### src/rtl/user_mgr_arb.sv
// user_mgr_arb: round-robin OBI arbiter from NumReq requesters onto one manager port.
// Ports: req/addr/we/be/wdata per requester in, gnt/rvalid per requester out,
//   rdata/err broadcast out, mgr_* downstream OBI A/R channels, proto_err sticky flag.
module user_mgr_arb #(
    parameter int unsigned NumReq    = 2,
    parameter int unsigned MaxTrans  = 2,
    parameter int unsigned AddrWidth = 32,
    parameter int unsigned DataWidth = 32,
    localparam int unsigned BeW      = DataWidth / 8
) (
    input  logic                                clk_i,
    input  logic                                rst_ni,
    input  logic [NumReq-1:0]                   req_i,
    input  logic [NumReq-1:0][AddrWidth-1:0]    addr_i,
    input  logic [NumReq-1:0]                   we_i,
    input  logic [NumReq-1:0][BeW-1:0]          be_i,
    input  logic [NumReq-1:0][DataWidth-1:0]    wdata_i,
    output logic [NumReq-1:0]                   gnt_o,
    output logic [NumReq-1:0]                   rvalid_o,
    output logic [DataWidth-1:0]                rdata_o,
    output logic                                err_o,
    output logic                                mgr_req_o,
    output logic [AddrWidth-1:0]                mgr_addr_o,
    output logic                                mgr_we_o,
    output logic [BeW-1:0]                      mgr_be_o,
    output logic [DataWidth-1:0]                mgr_wdata_o,
    input  logic                                mgr_gnt_i,
    input  logic                                mgr_rvalid_i,
    input  logic [DataWidth-1:0]                mgr_rdata_i,
    input  logic                                mgr_err_i,
    output logic                                proto_err_o
);

    localparam int unsigned IdxW = $clog2(NumReq);
    localparam int unsigned PtrW = (MaxTrans > 1) ? $clog2(MaxTrans) : 1;
    localparam int unsigned CntW = $clog2(MaxTrans + 1);

    logic [IdxW-1:0] rr_ptr_q;
    logic [IdxW-1:0] lock_idx_q;
    logic            lock_valid_q;
    logic [IdxW-1:0] rr_winner;
    logic [IdxW-1:0] winner;
    logic            locked;
    logic            full;
    logic            empty;
    logic            handshake;
    logic            pop;
    logic [CntW-1:0] count_q;
    logic [PtrW-1:0] wr_ptr_q;
    logic [PtrW-1:0] rd_ptr_q;
    logic [IdxW-1:0] id_q [MaxTrans];
    logic [IdxW-1:0] head;
    logic            proto_err_q;

    function automatic logic [PtrW-1:0] ptr_inc(input logic [PtrW-1:0] p);
        return (p == PtrW'(MaxTrans - 1)) ? '0 : p + 1'b1;
    endfunction

    // First requester at or after rr_ptr, wrapping.
    always_comb begin : rr_scan
        logic            found;
        logic [IdxW-1:0] cand;
        found     = 1'b0;
        cand      = '0;
        rr_winner = rr_ptr_q;
        for (int unsigned i = 0; i < NumReq; i++) begin
            cand = IdxW'((32'(rr_ptr_q) + i) % NumReq);
            if (!found && req_i[cand]) begin
                rr_winner = cand;
                found     = 1'b1;
            end
        end
    end

    // A stalled winner keeps the port only while it still requests.
    assign locked    = lock_valid_q && req_i[lock_idx_q];
    assign winner    = locked ? lock_idx_q : rr_winner;
    assign full      = (count_q == CntW'(MaxTrans));
    assign empty     = (count_q == '0);
    assign mgr_req_o = (|req_i) && !full;
    assign handshake = mgr_req_o && mgr_gnt_i;
    assign pop       = mgr_rvalid_i && !empty;
    assign head      = id_q[rd_ptr_q];

    assign mgr_addr_o  = addr_i[winner];
    assign mgr_we_o    = we_i[winner];
    assign mgr_be_o    = be_i[winner];
    assign mgr_wdata_o = wdata_i[winner];

    assign rdata_o     = mgr_rdata_i;
    assign err_o       = mgr_err_i;
    assign proto_err_o = proto_err_q;

    always_comb begin
        gnt_o          = '0;
        rvalid_o       = '0;
        gnt_o[winner]  = handshake;
        rvalid_o[head] = pop;
    end

    always_ff @(posedge clk_i or negedge rst_ni) begin
        if (!rst_ni) begin
            rr_ptr_q     <= '0;
            lock_valid_q <= 1'b0;
            lock_idx_q   <= '0;
        end else begin
            lock_valid_q <= mgr_req_o && !mgr_gnt_i;
            if (mgr_req_o && !mgr_gnt_i) begin
                lock_idx_q <= winner;
            end
            if (handshake) begin
                rr_ptr_q <= (winner == IdxW'(NumReq - 1)) ? '0 : winner + 1'b1;
            end
        end
    end

    always_ff @(posedge clk_i or negedge rst_ni) begin
        if (!rst_ni) begin
            count_q     <= '0;
            wr_ptr_q    <= '0;
            rd_ptr_q    <= '0;
            proto_err_q <= 1'b0;
        end else begin
            if (handshake) begin
                wr_ptr_q <= ptr_inc(wr_ptr_q);
            end
            if (pop) begin
                rd_ptr_q <= ptr_inc(rd_ptr_q);
            end
            unique case ({handshake, pop})
                2'b10:   count_q <= count_q + 1'b1;
                2'b01:   count_q <= count_q - 1'b1;
                default: count_q <= count_q;
            endcase
            if (mgr_rvalid_i && empty) begin
                proto_err_q <= 1'b1;
            end
        end
    end

    // ID storage needs no reset: pointers and count define what is valid.
    always_ff @(posedge clk_i) begin
        if (handshake) begin
            id_q[wr_ptr_q] <= winner;
        end
    end

endmodule

### config.mk
export PLATFORM = sky130hd
export DESIGN_NAME = user_mgr_arb
export DESIGN_NICKNAME = d
export VERILOG_FILES = /design/src/rtl/user_mgr_arb.sv
export SDC_FILE = /design/constraint.sdc
export NUM_CORES = 1
export LEC_CHECK = 0
export BUFFER_PORTS_ARGS = -buffer_cell sky130_fd_sc_hd__buf_4
export CELL_PAD_IN_SITES_DETAIL_PLACEMENT = 0
export CELL_PAD_IN_SITES_GLOBAL_PLACEMENT = 1
export CORE_AREA = 2 2 110 112
export CTS_CLUSTER_SIZE = 25
export DETAILED_ROUTE_END_ITERATION = 7
export DIE_AREA = 0 0 112 114
export GPL_TIMING_DRIVEN = 0
export MAX_ROUTING_LAYER = met4
export PLACE_DENSITY_LB_ADDON = 0.1
export RECOVER_POWER = 100
export SYNTH_ARGS = -nofsm -noshare
export SYNTH_HDL_FRONTEND = slang
export SYNTH_SLANG_ARGS = --single-unit
### constraint.sdc
create_clock -name clk_i -period 5 [get_ports clk_i]
set_clock_uncertainty 0.15 [all_clocks]
set_input_delay 0 -clock clk_i [delete_from_list [all_inputs] [get_ports clk_i]]
set_output_delay 0 -clock clk_i [all_outputs]
set_load 0.005 [all_outputs]
# After elaboration in Yosys (flattened, before gate mapping)
# Memories as Yosys holds them, arrays and structs flattened.
# Index checks and enable logic that the tools add are counted.
# Widths: inputs -> output; s select.
[classes]
muxes = 27
n_bitwise = 2
order_cmp = 7
addsub = 6
n_eq_ne = 3
n_reduce_logical = 16
[op_table]
columns = ["cell", "count"]
rows = [
  ["$mux 32", 4],
  ["$mux 1", 18],
  ["$lt 1x2->1 const B", 5],
  ["$logic_and 1x1->1", 9],
  ["$mux 4", 2],
  ["$add 1x1->1 const B", 4],
  ["$and 2x2->2", 2],
  ["$eq 2x2->1 const B", 2],
  ["$logic_not 1->1", 4],
  ["$pmux 2 s2", 1],
  ["$add 2x1->2 const B", 1],
  ["$demux 1 s1", 2],
  ["$eq 2x1->1 const B", 1],
  ["$ge 1x1->1 const B", 2],
  ["$logic_not 2->1", 1],
  ["$reduce_bool 2->1", 1],
  ["$reduce_or 2->1", 1],
  ["$sub 2x1->2 const B", 1],
]
[totals]
mem_bits_rw = 2
ff_bits = 8
mem_count = 1
wordCells = 69
output_inout_bits = 108
[memory_table]
columns = ["memory", "depth", "width", "read_ports", "rd_ports_with_merged_regs", "write_ports", "line_no", "source"]
rows = [
  ["id_q", 2, 1, 1, 0, 1, "51", "logic [IdxW-1:0] id_q [MaxTrans];"],
]

# Longest topological paths before layout
# Gate-level depths: netlist of the first run.
[logic_depth]
word_depth = 12
mapped_depth = 6
mapped_depth_nobuf = 6

# Worst setup path after synthesis of the first run
# OpenSTA, ideal clock, no wires.
[synth_path]
kind = "register -> register"
from = "register count_q[0]"
to = "register count_q[1]"
slack_ns = 3.382
t_arrival_ns = 1.388
path_buffers = 0
setup_ns = 0.080
t_required_ns = 4.770
period_less_slack_ns = 1.618
stages_incl_launch_ff = 6
path_cell_list = "dfrtp_1 -> o21ai_0 -> inv_1 -> ha_1 -> nor2_1 -> xnor2_1"
[synth_rtl]
columns = ["element", "line_no", "source"]
rows = [
  ["from (decl)", "48", "logic [CntW-1:0] count_q;"],
  ["from (signal assigned)", "131", "2'b10: count_q <= count_q + 1'b1;"],
  ["from (signal assigned)", "132", "2'b01: count_q <= count_q - 1'b1;"],
  ["from (signal assigned)", "133", "default: count_q <= count_q;"],
  ["$logic_not 2->1 *", "79", "assign empty = (count_q == '0);"],
  ["$logic_not 1->1 *", "82", "assign pop = mgr_rvalid_i && !empty;"],
  ["$logic_and 1x1->1 *", "82", ""],
  ["via pop", "47", "logic pop;"],
  ["$eq 2x1->1 or $eq 2x2->1 (tied branches)", "130", "unique case ({handshake, pop})"],
  ["$pmux 2 s2 or $reduce_bool 2->1 (tied branches)", "--", ""],
]
# The timed path passes the listed nets; every way through them passes the cells marked *.
# A chain may end at the register's enable or synchronous reset.

# Worst setup path after layout of the first run
[layout_path]
from = "register lock_valid_q"
to = "output port mgr_addr_o[21]"
[layout_via]
elab_chain_cells = 4
[layout_rtl]
columns = ["element", "line_no", "source"]
rows = [
  ["from (decl)", "40", "logic lock_valid_q;"],
  ["from (signal assigned)", "107", "lock_valid_q <= mgr_req_o && !mgr_gnt_i;"],
  ["$logic_and 1x1->1", "76", "assign locked = lock_valid_q && req_i[lock_idx_q];"],
  ["$mux 1", "77", "assign winner = locked ? lock_idx_q : rr_winner;"],
  ["$mux 32 (not written as such) (2 in series)", "85", "assign mgr_addr_o = addr_i[winner];"],
  ["to (decl)", "23", "output logic [AddrWidth-1:0] mgr_addr_o,"],
]
# No other way between the ends. The select of a mux whose other input is x is not followed.

==> results of run 1 <==
per-layer routing:
metal / global-route usage [%] / share of wire, % / vias up
met1: 12.8 / 36 / 916
met3: 2.28 / 7.5 / 6
met4: 1.63 / 0.67 / 0
li1: - / - / 1015
met5: - / 0 / -
met2: 22.9 / 56 / 121
registers in the layout (all words and copies together), names as in the netlist:
name,cells
wr_ptr_q,1
proto_err_o,1
count_q,2
lock_idx_q,1
rd_ptr_q,1
rr_ptr_q,1
lock_valid_q,1
id_q,2
final cells by class:
cell class / count / area, um2
inverters: 4 / 15.0
well taps: 147 / 184
fillers: 1309 / 8010
multi-input cells: 96 / 976
flip-flops and latches: 10 / 260
plain buffers: 41 / 278
clock buffers: 3 / 75.1
repair buffers: 255 / 1910
where the power goes:
group | switching, mW | internal, mW | total [mW]
clock network | 0.0331 | 0.103 | 0.136
registers | 0.0226 | 0.118 | 0.141
logic | 0.284 | 0.439 | 0.723
worst paths after layout:
check | start | to
hold / removal | mgr_rdata_i[9] | rdata_o[9]
min in group asynchronous | rst_ni | count_q[1]$_DFFE_PN0P_
max in group asynchronous | rst_ni | rr_ptr_q$_DFFE_PN0N_
hold reg to reg | proto_err_o$_DFFE_PN0P_ | proto_err_o$_DFFE_PN0P_
setup / recovery | lock_valid_q$_DFF_PN0_ | mgr_addr_o[21]
setup reg to reg | lock_valid_q$_DFF_PN0_ | lock_idx_q$_DFFE_PN0P_
through the flow:
step / util [%] / power (mW) / hold WS [ns]
2_1_floorplan: - / 0.648 / -0.446
3_3_place_gp: 32.9 / 1.05 / -0.321
3_5_place_dp: 32.9 / 1.05 / -0.319
4_1_cts: 33.9 / 1.19 / 0.0157
5_1_grt: 31.6 / 1.08 / 0.0407
6_report: 31.6 / 1.00 / 0.0369
cells in the final DEF (no fill, tap or decap), types with 4 or more instances in the layout:
| master | instances |
|---|---|
| clkbuf_4 | 48 |
| mux2_1 | 52 |
| clkbuf_1 | 11 |
| dfrtp_1 | 8 |
| mux2_2 | 13 |
| dlygate4sd3_1 | 4 |
| mux2_4 | 5 |
| xnor2_1 | 5 |
| nor2_1 | 5 |
| buf_4 | 233 |
| inv_1 | 4 |
cells by family after synthesis:
kind of cell               after synthesis
and+or+nand+nor                         11
buffers and inverters                   45
AOI/OAI and AO/OA                        8
adders and majority gates                1
DFF                                     10
xor gates and xnor gates                 5
muxes                                   71
timing repair:
item | CTS | global route
hold buffers | 4 | 0
hold endpoints to repair | 11 | 0
buffers inserted | 0 | 0
setup endpoints to repair | 0 | 0
critical path: stages (launching register included):
cell and delay, ns:
dfrtp_1 0.36, inv_1 0.05, o21ai_0 0.06, a21oi_1 0.18
clkbuf_1 0.48, clkbuf_1 0.52, mux2_1 0.40, buf_4 0.14
==> results.tsv, run 1 <==
stage	metric	value	unit
yosys	Adder-Cell Fraction of Synth Area	0.699	%
placed_design	placed cell area	0.00386	mm2
layout	Ant. Diodes	0	
clock_tree	TritonCTS buffer count	3	
worst_hold_path	Hold Path Class	in2out	
layout	design area	0.00370	mm2
die	Die Width	112	um
die	Die H	114	um
routing	WL final	8620	um
routing	Routed Antenna Nets	0	
yosys	Async S/R FF share, synth	80.0	%
yosys	xor and xnor area share after synthesis	2.45	%
routing	DR vias/cell	3.70	
yosys	Yosys top cell by area	mux2_4	
placed_design	Inst Count DP	549	
sta	# setup viols final	0	
sta	fmax	388	MHz
clock_tree	CTS tree	built	
placed_design	pre-CTS WS	3.16	ns
clock_tree	Reg clk slew, reported paths	0.04	ns
sta	RSZ-0062 raised after global routing	false	
clock_tree	post_cts resized	0	
yosys	share of the synthesized area in the top cell type	46.2	%
routing	Routed WL per cell	15.5	um
yosys	most frequent cell after synthesis	mux2_4	
grt	number of global-route vias before repair	1953	
worst_setup_path	WP data arrival	2.43	ns
clock_tree	clock insertion delay at the later pin of the skew report	0.23	ns
grt	total grt overflow	0	
routing	first-pass iteration count of the detailed router	4	
clock_tree	Max Root-Sink Buffers	2	
outcome	status	completed	
worst_hold_path	Hold Path Depth	2	
die	Core Footprint	0.0117	mm2
sta	Period minus WS final	2.58	ns
grt	gr usage total	11.8	%
grt	largest net degree at the start of global routing	12	
sta	Worst slew margin	60.6	%
yosys	syn_nets	329	
power_and_ir_drop	Pwr per Cell Area	270	mW/mm2
sta	final hold vios	0	
routing	1st-iter DRT viols	57	
layout	P&R area growth vs syn	107	%
yosys	Synth cell types	23	
die	Die ar.	0.0128	mm2
worst_setup_path	worst reg2reg path depth	6	
placed_design	GPL Wtd Cong	0.729	
placed_design	Post-DP HPWL	7660	um
sta	Worst Tran Pin Value	0.591	ns
power_and_ir_drop	Leakage	1.91	nW
yosys	FF+latch count, synth	10	
yosys	Synth Flop Type	dfrtp_1	
yosys	top cells by count, synth	55 x mux2_4, 33 x buf_4, 15 x mux2_2	
yosys	multiplexer area fraction after synthesis	56.2	%
die	IO Count	285	
yosys	Synthesis Warnings	0	
worst_setup_path	CP Launch Type	register	
worst_setup_path	Setup CP Type	reg2out	
job	MaxCap Viol Count	0	
yosys	synth top area cells	mux2_4 46%, buf_4 14%, dfrtp_1 11%, mux2_2 9.4%, buf_8 4.2%	
grt	initial antenna violation count	0	
layout	nets@finish	589	
sta	Setup TNS	0	ns
clock_tree	H-Tree Depth	1	
yosys	Synth Area in Compound Gates	2.66	%
yosys	Synth Area in Simple Gates	3.08	%
placed_design	port bufs	251	
layout	share of cells above drive strength 1	74.1	%
layout	Finished Layout Cells	556	
yosys	main combinational cell family by area after synthesis	multiplexers	
sta	final setup margin	2.42	ns
grt	first-pass GRT wire length	11600	um
sta	Tcrit/Tclk final	51.6	%
routing	DRC errors left	0	
worst_setup_path	register-to-register setup slack	2.87	ns
yosys	Seq/Total Area, Yosys	14.5	%
worst_setup_path	critical path required time	4.85	ns
clock_tree	clk sinks	10	
die	Initial Utilization	15.3	%
sta	Final Max Tran Viols	0	
worst_setup_path	CP endpoint kind	output pin	
yosys	Cells after Synth	151	
clock_tree	Root Driver	clkbuf_16	
worst_setup_path	Worst Path Max Fanout	10	
die	Row Count	40	
yosys	synthesized area per cell	11.8	um2
routing	DR vias	2058	
power_and_ir_drop	IR drop worst, VDD	0.000199	V
yosys	Post-Syn Area	0.00179	mm2
yosys	Post-synth EDFFs	2	
Power figures use the tool's default switching activity.
==> run 2, diff against run 1 <==
CORE_AREA = 2 2 109 111   (was 2 2 110 112)
DIE_AREA = 0 0 111 113   (was 0 0 112 114)
clock period = 2.3 ns   (was 5 ns; I/O delays follow)
==> run 2 against run 1 <==
- largest cell class unchanged
- first-iteration DRC count shrank 32%
- die area shrank 1.8%
- register-to-register slack lost 2.4 ns
==> results.tsv, run 2 (synthesis results as in run 1) <==
stage	metric	value	unit	change
routing	Routed Antenna Nets	0		unchanged
layout	leading registers by flop count	count_q: 2 flops, id_q: 2 flops		
grt	largest net degree at the start of global routing	12		unchanged
sta	Worst slew margin	61.0	%	+0.39 points
placed_design	GPL Wtd Cong	0.776		+6.4%
power_and_ir_drop	P_sw	0.758	mW	+120%
sta	Tcrit/Tclk final	84.4	%	
power_and_ir_drop	sequential fraction of design power	13.4	%	-0.7 points
placed_design	Post-DP HPWL	8060	um	+5.3%
clock_tree	CTS tree	built		
sta	fmax	515	MHz	
layout	P&R area growth vs syn	110	%	
grt	total grt overflow	0		unchanged
sta	RSZ-0062 raised after global routing	false		
layout	most common cell after layout, fill and taps aside	buf_4		
die	Core Footprint	0.0113	mm2	-3.7%
clock_tree	CTS hold repair buffers	4		unchanged
layout	Ant. Diodes	0		unchanged
power_and_ir_drop	Pwr per Cell Area	606	mW/mm2	+120%
die	Row Count	39		-2.5%
worst_setup_path	CP Launch Type	register		
power_and_ir_drop	clock network power share	13.0	%	-0.6 points
worst_setup_path	WP data arrival	1.79	ns	-0.64 ns
worst_setup_path	worst r2r src	count_q[0]$_DFFE_PN0P_		
routing	1st-iter DRT viols	39		-32%
sta	final setup margin	0.360	ns	-2.06 ns
layout	most frequent cells in the layout	231 x buf_4, 50 x mux2_1, 47 x clkbuf_4		
placed_design	Inst Count DP	545		-0.73%
die	Initial Utilization	15.9	%	+0.60 points
layout	nets@finish	589		unchanged
sta	Final Max Tran Viols	0		unchanged
worst_setup_path	critical path required time	2.15	ns	-2.70 ns
routing	DRC errors left	0		unchanged
worst_setup_path	register-to-register setup slack	0.48	ns	-2.39 ns
job	MaxCap Viol Count	0		unchanged
sta	worst hold slack	0.0371	ns	+0.000154 ns
routing	Routed WL per cell	16.3	um	+4.8%
worst_hold_path	Hold Path Class	in2out		
die	Die Width	111	um	-0.89%
sta	Worst Tran Pin Value	0.585	ns	-0.00591 ns
clock_tree	TritonCTS buffer count	3		unchanged
die	IO Count	285		unchanged
power_and_ir_drop	Leakage	1.94	nW	+1.7%
grt	initial antenna violation count	0		unchanged
sta	final hold vios	0		unchanged
die	Die H	113	um	-0.88%
sta	Setup TNS	0	ns	unchanged
clock_tree	Root Driver	clkbuf_16		
sta	# setup viols final	0		unchanged
routing	DR vias/cell	3.71		+0.24%
clock_tree	post-CTS setup buffers	0		unchanged
worst_setup_path	CP endpoint kind	output pin		
routing	first-pass iteration count of the detailed router	4		unchanged
clock_tree	Max Root-Sink Buffers	2		unchanged
clock_tree	post_cts resized	0		unchanged
clock_tree	clock insertion delay at the later pin of the skew report	0.23	ns	about the same
power_and_ir_drop	IR drop worst, VDD	0.000443	V	+120%
routing	WL final	8970	um	+4.1%
clock_tree	H-Tree Depth	1		unchanged
clock_tree	clk sinks	10		unchanged
placed_design	pre-CTS WS	0.458	ns	-2.71 ns
worst_setup_path	FF-to-FF End	count_q[1]$_DFFE_PN0P_		
worst_setup_path	CP endpoint	mgr_wdata_o[4]		
placed_design	placed cell area	0.00385	mm2	-0.13%
power_and_ir_drop	Sw Share	33.3	%	-0.66 points
power_and_ir_drop	Combinational Power Share	73.6	%	+1.3 points
grt	number of global-route vias before repair	1993		+2.0%
power_and_ir_drop	Pwr Total	2.28	mW	+130%
layout	design area	0.00376	mm2	+1.5%
outcome	status	completed		
worst_setup_path	Setup CP Type	reg2out		
power_and_ir_drop	P_int	1.52	mW	+130%
routing	DR vias	2048		-0.49%
worst_setup_path	Worst Path Max Fanout	10		unchanged
layout	Finished Layout Cells	552		-0.72%
placed_design	port bufs	251		unchanged
die	Die ar.	0.0125	mm2	-1.8%
layout	fin util	33.3	%	+1.7 points
grt	first-pass GRT wire length	12200	um	+4.8%
worst_setup_path	worst reg2reg path depth	5		-1
clock_tree	Reg clk slew, reported paths	0.04	ns	about the same
layout	share of cells above drive strength 1	75.8	%	+1.7 points
sta	Period minus WS final	1.94	ns	
worst_setup_path	Crit. Startpoint	lock_valid_q$_DFF_PN0_		
grt	gr usage total	12.9	%	+1.1 points
run 2: cell count changes in the layout (fill, tap and decap cells not counted), sizes merged:
cell,previous run,this run
buf,233,239
clkbuf,62,56
run 2: cell type report:
class	count	area, um2
fill	1236	7510
timing repair buffer	255	1900
multi-input combinational	96	976
buffer	41	350
sequential	10	260
tap	143	179
clock buffer	3	75.1
inverter	4	15.0
run 2: power groups by stage:
stage	Clock, mW	Sequential (mW)	Combinational, mW
global route	0.311	0.315	1.82
finish	0.296	0.304	1.68
detailed placement	0	0.308	1.97
floorplan	0	0.297	1.11
CTS	0.303	0.307	1.98
global placement	0	0.308	1.98
run 2: worst min-delay path by stage:
stage,from,endpoint,slack [ns],cells after the start
floorplan,rst_ni,count_q[0]$_DFFE_PN0P_,-0.45,0
global placement,rst_ni,lock_idx_q$_DFFE_PN0P_,-0.32,1
detailed placement,rst_ni,lock_idx_q$_DFFE_PN0P_,-0.32,1
CTS,mgr_rdata_i[8],rdata_o[8],0.02,2
global route,mgr_rdata_i[8],rdata_o[8],0.04,2
finish,mgr_rdata_i[8],rdata_o[8],0.04,2
run 2: critical path: stages, from the launching register on:
cell and delay (ns):
dfrtp_1 0.36, inv_1 0.05, o21ai_1 0.05, a21oi_1 0.20, buf_6 0.22, buf_8 0.16
mux2_1 0.35, buf_4 0.15
run 2: routing by layer:
metal / wire length, um / global-route usage, %
met5: 0 / -
met4: 40 / 1.58
met3: 621 / 2.57
met2: 5090 / 25.5
met1: 3220 / 13.4
